[src/rtl/sipo_frame_ctrl.sv]
// sipo_frame_ctrl: serial-in/parallel-out frame receiver.
// Accepts start / WIDTH data / optional even parity / stop frames, one bit per
// bit_en strobe, and holds each good word for a ready/valid consumer.
module sipo_frame_ctrl #(
  parameter int unsigned WIDTH     = 8,
  parameter bit          PARITY_EN = 1'b1
) (
  input  logic             clk,
  input  logic             rst,
  input  logic             bit_en,
  input  logic             sin,
  input  logic             out_ready,
  output logic [WIDTH-1:0] data,
  output logic             out_valid,
  output logic             busy,
  output logic             frame_err,
  output logic             overrun
);

  localparam int unsigned CNT_W = $clog2(WIDTH);

  typedef enum logic [1:0] {
    IDLE   = 2'd0,
    SHIFT  = 2'd1,
    PARITY = 2'd2,
    STOP   = 2'd3
  } state_t;

  state_t             state_q, state_d;
  logic [CNT_W-1:0]   cnt_q, cnt_d;
  logic [WIDTH-1:0]   shift_q, shift_d;
  logic               par_bad_q, par_bad_d;
  logic [WIDTH-1:0]   data_q, data_d;
  logic               out_valid_q, out_valid_d;
  logic               busy_q, busy_d;
  logic               frame_err_q, frame_err_d;
  logic               overrun_q, overrun_d;

  logic               handshake;
  logic               frame_good;

  assign handshake  = out_valid_q & out_ready;
  // Parity is ignored entirely when the frame carries no parity bit.
  assign frame_good = sin & ~(PARITY_EN & par_bad_q);

  // State and output registers, synchronous reset.
  always_ff @(posedge clk) begin
    if (rst) begin
      state_q     <= IDLE;
      cnt_q       <= '0;
      shift_q     <= '0;
      par_bad_q   <= 1'b0;
      data_q      <= '0;
      out_valid_q <= 1'b0;
      busy_q      <= 1'b0;
      frame_err_q <= 1'b0;
      overrun_q   <= 1'b0;
    end else begin
      state_q     <= state_d;
      cnt_q       <= cnt_d;
      shift_q     <= shift_d;
      par_bad_q   <= par_bad_d;
      data_q      <= data_d;
      out_valid_q <= out_valid_d;
      busy_q      <= busy_d;
      frame_err_q <= frame_err_d;
      overrun_q   <= overrun_d;
    end
  end

  // Next-state, frame sequencing and output-holding decisions.
  always_comb begin
    state_d     = state_q;
    cnt_d       = cnt_q;
    shift_d     = shift_q;
    par_bad_d   = par_bad_q;
    data_d      = data_q;
    out_valid_d = out_valid_q;
    frame_err_d = 1'b0;
    overrun_d   = 1'b0;

    // A consumer handshake frees the holding register unless refilled below.
    if (handshake) begin
      out_valid_d = 1'b0;
    end

    if (bit_en) begin
      unique case (state_q)
        IDLE: begin
          if (!sin) begin
            state_d = SHIFT;
            cnt_d   = '0;
          end
        end
        SHIFT: begin
          shift_d = {shift_q[WIDTH-2:0], sin};
          if (cnt_q == CNT_W'(WIDTH - 1)) begin
            cnt_d   = '0;
            state_d = PARITY_EN ? PARITY : STOP;
          end else begin
            cnt_d = cnt_q + CNT_W'(1);
          end
        end
        PARITY: begin
          par_bad_d = (^shift_q) ^ sin;
          state_d   = STOP;
        end
        STOP: begin
          state_d   = IDLE;
          par_bad_d = 1'b0;
          if (!frame_good) begin
            frame_err_d = 1'b1;
          end else if (!out_valid_q || out_ready) begin
            data_d      = shift_q;
            out_valid_d = 1'b1;
          end else begin
            overrun_d = 1'b1;
          end
        end
        default: state_d = IDLE;
      endcase
    end

    busy_d = (state_d != IDLE);
  end

  assign data      = data_q;
  assign out_valid = out_valid_q;
  assign busy      = busy_q;
  assign frame_err = frame_err_q;
  assign overrun   = overrun_q;

endmodule
[config.mk]
export PLATFORM = sky130hd
export DESIGN_NAME = sipo_frame_ctrl
export DESIGN_NICKNAME = d
export VERILOG_FILES = /design/src/rtl/sipo_frame_ctrl.sv
export SDC_FILE = /design/constraint.sdc
export NUM_CORES = 1
export LEC_CHECK = 0
export BUFFER_PORTS_ARGS = -buffer_cell sky130_fd_sc_hd__buf_2
export CAP_MARGIN = 10
export CORE_MARGIN = 4
export CORE_UTILIZATION = 53
export CTS_CLUSTER_SIZE = 8
export DETAILED_ROUTE_END_ITERATION = 12
export PLACE_DENSITY = 0.75
export SYNTH_ARGS = -nofsm -noshare
export SYNTH_HDL_FRONTEND = slang
export SYNTH_SLANG_ARGS = --single-unit
[constraint.sdc]
create_clock -name clk -period 1.5 [get_ports clk]
set_input_delay 0.3 -clock clk [delete_from_list [all_inputs] [get_ports clk]]
set_output_delay 0.3 -clock clk [all_outputs]
set_load 0.1 [all_outputs]
==> After elaboration in Yosys (flattened, before gate mapping) <==
Cells that the tools add are included.
{ "classes": {"n_bitwise": 7, "n_mux": 15, "n_addsub": 1, "n_reduce_logical": 13, "eq_ne": 5} }
{ "ops": {"columns": ["cell", "count"], "rows": [
  ["case mux 2 bit (4 select lines)", 1],
  ["parity 8 bit", 1],
  ["2-to-1 mux 1 bit", 7],
  ["2-to-1 mux 2 bit", 3],
  ["2-to-1 mux 3 bit", 2],
  ["case mux 3 bit (2 select lines)", 1],
  ["nonzero test 2 bit", 3],
  ["equality test 2 bit, second input constant", 2],
  ["NOT 1 bit", 4],
  ["AND reduction 2 bit", 2],
  ["AND reduction 4 bit", 1],
  ["OR reduction 4 bit", 1],
  ["adder 3 x 1 -> 3 bit, second input constant", 1],
  ["equality test 3 bit, second input constant", 1],
  ["AND reduction 3 bit", 1],
  ["OR reduction 3 bit", 1],
  ["bitwise AND 1 bit", 2],
  ["equality test 2 x 1 -> 1 bit, second input constant", 1],
  ["zero test 2 bit", 1],
  ["inequality test 2 bit, second input constant", 1],
  ["case mux 1 bit (2 select lines)", 1],
  ["zero test 1 bit", 1],
  ["logical OR 1 bit", 1],
  ["XOR 1 bit", 1]
]} }
{ "totals": {"output_inout_bits": 12, "ff_bits": 26, "inputBits": 5} }

==> Depth between registers and ports, before layout <==
Gate-level depths: netlist (run 1).
{ "depth": {"word_depth": 6, "depth_mapped": 6, "ltp_nobuf": 6} }

==> Least setup slack after synthesis (run 1) <==
No wires, ideal clock.
{ "synth_timing": {"kind": "reg-to-reg", "start": "reg out_valid_q (netlist: out_valid)", "end": "reg data_q[0] (netlist: data[0])", "arrival_ns": 1.650, "period_less_slack_ns": 1.778, "stages_incl_launch_ff": 6, "setup_ns": 0.128, "slack_ns": -0.278, "path_cell_list": "dfxtp_1 nand2b_1 and3b_1 buf_4 mux2i_1 nor2_1"} }
{ "synth_between": {"elab_chain_cells": 3} }
{ "synth_lines": {"columns": ["item", "line_no", "text"], "rows": [
  ["from (decl)", "34", "logic out_valid_q, out_valid_d;"],
  ["from (signal assigned)", "64", "out_valid_q <= out_valid_d;"],
  ["zero test 1 bit", "113", "end else if (!out_valid_q || out_ready) begin"],
  ["logical OR 1 bit", "113", null],
  ["AND reduction 4 bit (no line)", null, null],
  ["to (signal assigned)", "63", "data_q <= data_d;"],
  ["to (decl)", "33", "logic [WIDTH-1:0] data_q, data_d;"]
]} }
Every way passes these cells.
A chain may end at the register's enable or synchronous reset.

==> Final worst setup path (run 1) <==
{ "layout_timing": {"start": "reg shift_q[6]", "end": "reg par_bad_q"} }
{ "layout_between": {"elab_chain_cells": 3} }
{ "layout_lines": {"columns": ["item", "line_no", "text"], "rows": [
  ["from (decl)", "31", "logic [WIDTH-1:0] shift_q, shift_d;"],
  ["from (signal assigned)", "61", "shift_q <= shift_d;"],
  ["parity 8 bit", "105", "par_bad_d = (^shift_q) ^ sin;"],
  ["XOR 1 bit", "105", null],
  ["case mux 1 bit (2 select lines)", "88", "unique case (state_q)"],
  ["to (signal assigned)", "62", "par_bad_q <= par_bad_d;"],
  ["to (decl)", "32", "logic par_bad_q, par_bad_d;"]
]} }
Every way passes these cells.

==> results of run 1 <==
-- power breakdown --
part / internal (uW) / switching [uW] / total, uW
Sequential: 697 / 5.51 / 702
Combinational: 23.5 / 46.5 / 70.0
Clock: 148 / 195 / 343
-- path summary, 6_finish.rpt --
kind | startpoint | end | slack [ps] | cells after the start
setup / recovery | shift_q[6] | par_bad_q | 110 | 4
hold / removal | sin | shift_q[0] | 260 | 3
setup reg to reg | shift_q[6] | par_bad_q | 110 | 4
hold reg to reg | shift_q[6] | shift_q[7] | 490 | 2
-- repair_timing --
action	CTS	global route
setup endpoints to repair	0	1
hold buffers	0	0
resized for setup	0	2
-- kinds of logic (layout without fill, tap and decap cells) --
kind of cell | after synthesis | after routing
DFF | 26 | 26
muxes | 8 | 8
buffers and inverters | 7 | 24
and+or+nand+nor | 40 | 40
xor gates and xnor gates | 7 | 7
adders and majority gates | 2 | 2
AOI/OAI and AO/OA | 23 | 23
-- worst max-delay path: stages, from the launching register on --
cell	delay, ps
dfxtp_2	380
xor2_1	170
xnor3_1	420
xnor2_1	140
o41ai_2	210
-- stage by stage --
stage	setup WS [ps]	cells	util [%]	power [uW]	hold WS [ps]
floorplan	57.90	113	-	768.0	436.0
global placement	136.3	151	65.15	786.3	466.2
detailed placement	67.31	151	65.15	787.3	477.0
CTS	42.08	155	67.15	1129	254.7
global route	-3.830	155	67.29	1168	254.8
finish	105.7	155	67.29	1115	259.4
-- routing by layer --
metal	track usage, %	wire length [um]	share of wire, %	vias up
met5	0	0	0	-
met2	25.41	912	49	17
met3	2.564	69	3.7	2
met1	18.53	858	46	384
li1	-	-	-	419
met4	7.660	17	0.91	0
-- registers in the layout, indices dropped and copies added, names as in the netlist --
signal and cells:
busy 1, cnt_q 3, data 8, frame_err 1, out_valid 1, overrun 1, par_bad_q 1, shift_q 8
state_q 2
-- layout by cell type, fill, tap and decap left out, types with 4 or more instances in the layout --
master,instances
a21oi_1,12
buf_2,16
dfxtp_1,23
mux2i_1,8
nand2_1,11
nor2_1,13
o21ai_0,8
xnor2_1,4
-- cell type report --
cell class                 instances  area, um2  area share (%)
sequential                        26      524.3           42.80
multi-input combinational         80      510.5           41.68
timing repair buffer              20      122.6           10.01
clock buffer                       4      36.28           2.962
tap                               25      31.28           2.554
==> metrics.cfg, run 1 <==
[synthesis]
synthCells = 113
ys_seq_area_share_pct = 48.94
async_flop_share_pct = 0
synth_top_family_by_area = simple AND/OR/NAND/NOR gates
synth-simple-area-share_pct = 18.71
synth_nets = 120
synthMuxAreaShare_pct = 7.529
ys_warn_count = 0
yosysTopAreaCell = dfxtp_1
synth-adder-area-share_pct = 2.353
syn_area_per_cell_um2 = 9.412
synth_area_leaders = dfxtp_1 (49%), mux2i_1 (7.5%), a21oi_1 (5.6%)
synth_flop_cell = dfxtp_1
synth_common_cells = dfxtp_1 (26), nor2_1 (13), a21oi_1 (12), nand2_1 (11)
synth_xor_area_share_pct = 7.059
synth_area_mm2 = 0.001064
synth_edf_count = 0
ys_types = 26
ys_ff_latch = 26
synth_compound_area_share_pct = 12.35
netlist.area_leader.share_pct = 48.94
yosysMostFrequentCell = dfxtp_1

[clock_tree]
cts_buffers = 3
clock_latency_ps = 310
cts_tree = done
htree_levels = 1
cts.path.max_buffers = 2
clock_sinks = 26
postCtsSetupBuffers = 0
cts-root-buf = clkbuf_4
cts.reportedPaths.clkPinSlew_ps = 140

[global_routing]
grt_pass1_vias = 761
globalRouteOverflowTotal = 0
grt_util_all_layers_pct = 15.20
grt_max_degree = 16
antenna_found_initial = 0
grt_pass1_wl_mm = 3.139

[cells_and_area]
areaGrowthSynthToFinish_pct = 15.18
finalNetCount = 138
nFillCells = 157
finalInstanceArea_mm2 = 0.001225
final_layout_size_suffix_gt1_share_pct = 23.08
antenna_cells = 0

[routing]
drt_iter0_markers = 20
vias = 822
antenna_left = 0
viasPerCell = 5.303
wl_mm = 1.858
firstDrtPassIters = 4
drc = 0
routedWlPerCell_um = 11.99

[floorplan]
die_h_um = 52.80
initial_core_util_pct = 58.42
pin_count = 17
core_area_mm2 = 0.001821
die_x_um = 52.80
die_area_mm2 = 0.002787
num_rows = 15

[sta]
finalSetupViolations = 0
clock_skew_ps = 8.576
finalMaxSlewViolations = 0
min_period_ps = 1394
final-hold-violation-count = 0
worst_pin_slew_ps = 487.2
fmax_mhz = 717.2
relSlewSlack_pct = 67.74
post-route-period-util_pct = 92.96
tns_ps = 0

[place]
portBuffers = 16
placed_cell_area_mm2 = 0.001186
gp_congestion = 0.7581
dp_hpwl_mm = 1.333

[power_and_ir_drop]
p_per_area_mw_per_mm2 = 910.3
peakVddDrop_v = 0.0007293
leakage_uw = 0.0005008

[run_status]
outcome = finished, final reports clean

[critical_path]
criticalPathCategory = register to register
crit_fanout = 4
crit_path_end_kind = register
cp.arrival_ps = 1620
start_kind = register
worst_ep_required_time_ps = 1730

[worst_hold_path]
worstHoldPathType = input pin to register

[flow_run]
drv_cap = 0

Power figures use the tool's default switching activity.
==> inputs of run 2 (changes only) <==
--- a/config.mk
+++ b/config.mk
@@ -5,12 +5,14 @@
 export SDC_FILE = /design/constraint.sdc
 export NUM_CORES = 1
 export LEC_CHECK = 0
+export ABC_CLOCK_PERIOD_IN_PS = 1500
 export BUFFER_PORTS_ARGS = -buffer_cell sky130_fd_sc_hd__buf_2
 export CAP_MARGIN = 10
 export CORE_MARGIN = 4
 export CORE_UTILIZATION = 53
 export CTS_CLUSTER_SIZE = 8
 export DETAILED_ROUTE_END_ITERATION = 12
+export GPL_TIMING_DRIVEN = 0
 export PLACE_DENSITY = 0.75
 export SYNTH_ARGS = -nofsm -noshare
 export SYNTH_HDL_FRONTEND = slang
==> run 2 against run 1 <==
  * Sequential share of layout area is 0.52 points higher
  * Critical endpoint is now data[7]
  * Wire length is 0.11% lower
  * Sequential cell count unchanged
  * Clock skew rose by 2.5 ps
  * Core utilization fell by 0.96 points
  * Setup slack got worse by 17 ps
==> metrics.cfg, run 2 (synthesis gave the netlist of run 1 again) <==
[clock_tree]
clock_latency_ps = 320  ; about the same
cts_buffers = 3  ; unchanged
postCtsSetupBuffers = 0  ; unchanged
cts.path.max_buffers = 2  ; unchanged
postCtsHoldBufs = 0  ; unchanged
post_cts_resize_count = 0  ; unchanged
htree_levels = 1  ; unchanged
cts_tree = done
clock_sinks = 26  ; unchanged
cts-root-buf = clkbuf_4
cts.reportedPaths.clkPinSlew_ps = 130  ; about the same

[sta]
tns_ps = 0  ; unchanged
finalSetupViolations = 0  ; unchanged
post-route-period-util_pct = 94.10  ; +1.1 points
final-hold-violation-count = 0  ; unchanged
relSlewSlack_pct = 67.79  ; about the same
rsz0062_at_grt = no
clock_skew_ps = 11.03  ; +2.451 ps
worst_pin_slew_ps = 486.5  ; -0.7815 ps
min_period_ps = 1411  ; +17.12 ps
fmax_mhz = 708.5  ; -1.2%
finalMaxSlewViolations = 0  ; unchanged

[critical_path]
crit_buf_inv = 1  ; +1
criticalPathCategory = register to primary output
worst_ep_required_time_ps = 1200  ; -530 ps
reg2reg_slack_ps = 100  ; about the same
reg2reg_to = par_bad_q
ff2ff_path_depth = 4  ; unchanged
cp.arrival_ps = 1110  ; -510 ps
rr_startpoint = shift_q[5]
start_kind = register
crit_fanout = 2  ; -2
cpLargestDelayFamily = buffers and inverters
max_stage_delay_ps = 430  ; about the same
crit_path_end_kind = primary output
worstPathCellList = buf_2
slowest_stage = buf_2

[run_status]
outcome = finished, final reports clean

[cells_and_area]
finalNetCount = 140  ; +1.4%
antenna_cells = 0  ; unchanged
areaGrowthSynthToFinish_pct = 13.53
regArea_um2 = 523.0  ; -0.24%
final_layout_size_suffix_gt1_share_pct = 21.37  ; -1.7 points
multi_input_area_um2 = 519.2  ; +1.7%
nFillCells = 161  ; +2.5%
final_cell_mix = dfxtp_1 (24), buf_2 (17), nor2_1 (13)
layout_commonest_cell = dfxtp_1

[floorplan]
pin_count = 17  ; unchanged
die_area_mm2 = 0.002787  ; unchanged
num_rows = 15  ; unchanged
core_area_mm2 = 0.001821  ; unchanged
initial_core_util_pct = 58.42  ; unchanged
die_h_um = 52.80  ; unchanged
die_x_um = 52.80  ; unchanged

[global_routing]
grt_util_all_layers_pct = 15.01  ; -0.20 points
grt_pass1_vias = 717  ; -5.8%
grt_max_degree = 14  ; -2
grt_pass1_wl_mm = 3.091  ; -1.5%
antenna_found_initial = 0  ; unchanged
globalRouteOverflowTotal = 0  ; unchanged

[routing]
firstDrtPassIters = 4  ; unchanged
viasPerCell = 5.160  ; -2.7%
routedWlPerCell_um = 11.90  ; -0.75%
drt_iter0_markers = 12  ; -40%
drc = 0  ; unchanged
antenna_left = 0  ; unchanged
wl_mm = 1.856  ; -0.11%
vias = 805  ; -2.1%

[place]
gp_congestion = 0.7751  ; +2.2%
dp_hpwl_mm = 1.289  ; -3.2%
portBuffers = 15  ; -1

[power_and_ir_drop]
leakage_uw = 0.0004863  ; -2.9%
peakVddDrop_v = 0.0007569  ; +3.8%
p_per_area_mw_per_mm2 = 877.9  ; -3.6%
finalPower_uw = 1060  ; -4.9%

[worst_hold_path]
worstHoldPathType = input pin to register
hold_start = out_ready
hold_end = overrun
whs_path_depth = 3  ; unchanged

[flow_run]
drv_cap = 0  ; unchanged

run 2: how the worst max path moves through the flow:
| stage | from | endpoint | depth (start not counted) |
|---|---|---|---|
| finish | data[7] | data[7] | 1 |
| global route | shift_q[5] | par_bad_q | 4 |
| CTS | shift_q[6] | par_bad_q | 4 |
| detailed placement | sin | par_bad_q | 5 |
| global placement | sin | data[2] | 6 |
| floorplan | out_valid | data[0] | 5 |
run 2: metrics by stage:
| step | worst slack [ps] | util [%] | hold slack [ps] | std cells | cell area, um2 |
|---|---|---|---|---|---|
| floorplan | 57.90 | - | 436.0 | 113 | 1065 |
| global placement | 103.5 | 64.33 | 466.0 | 153 | 1171 |
| detailed placement | 63.63 | 64.33 | 473.2 | 153 | 1171 |
| CTS | 63.42 | 65.57 | 269.3 | 156 | 1194 |
| global route | 1.987 | 66.32 | 270.9 | 156 | 1207 |
| finish | 88.55 | 66.32 | 267.5 | 156 | 1207 |
run 2: worst reg2reg max path, stage by stage, from the launching register on:
cell	delay, ps
dfxtp_1	390
xor2_1	170
xnor3_1	420
xnor2_1	150
o41ai_2	190
run 2: cell type report:
| type | instances | share of cell area (%) |
|---|---|---|
| sequential | 26 | 43.32 |
| multi-input combinational | 80 | 43.01 |
| timing repair buffer | 15 | 6.218 |
| buffer | 7 | 3.005 |
| tap | 25 | 2.591 |
| clock buffer | 3 | 1.865 |
run 2: power breakdown:
group | internal, uW | switching, uW
combinational | 22.0 | 47.5
sequential | 696 | 5.76
clock | 94.1 | 194
total | 813 | 247
run 2: metal layers:
layer,part of all wire (%),global-route usage (%)
met3,4.3,2.564
met2,46,24.38
met4,2.2,7.660
met1,48,18.82
met5,0,0
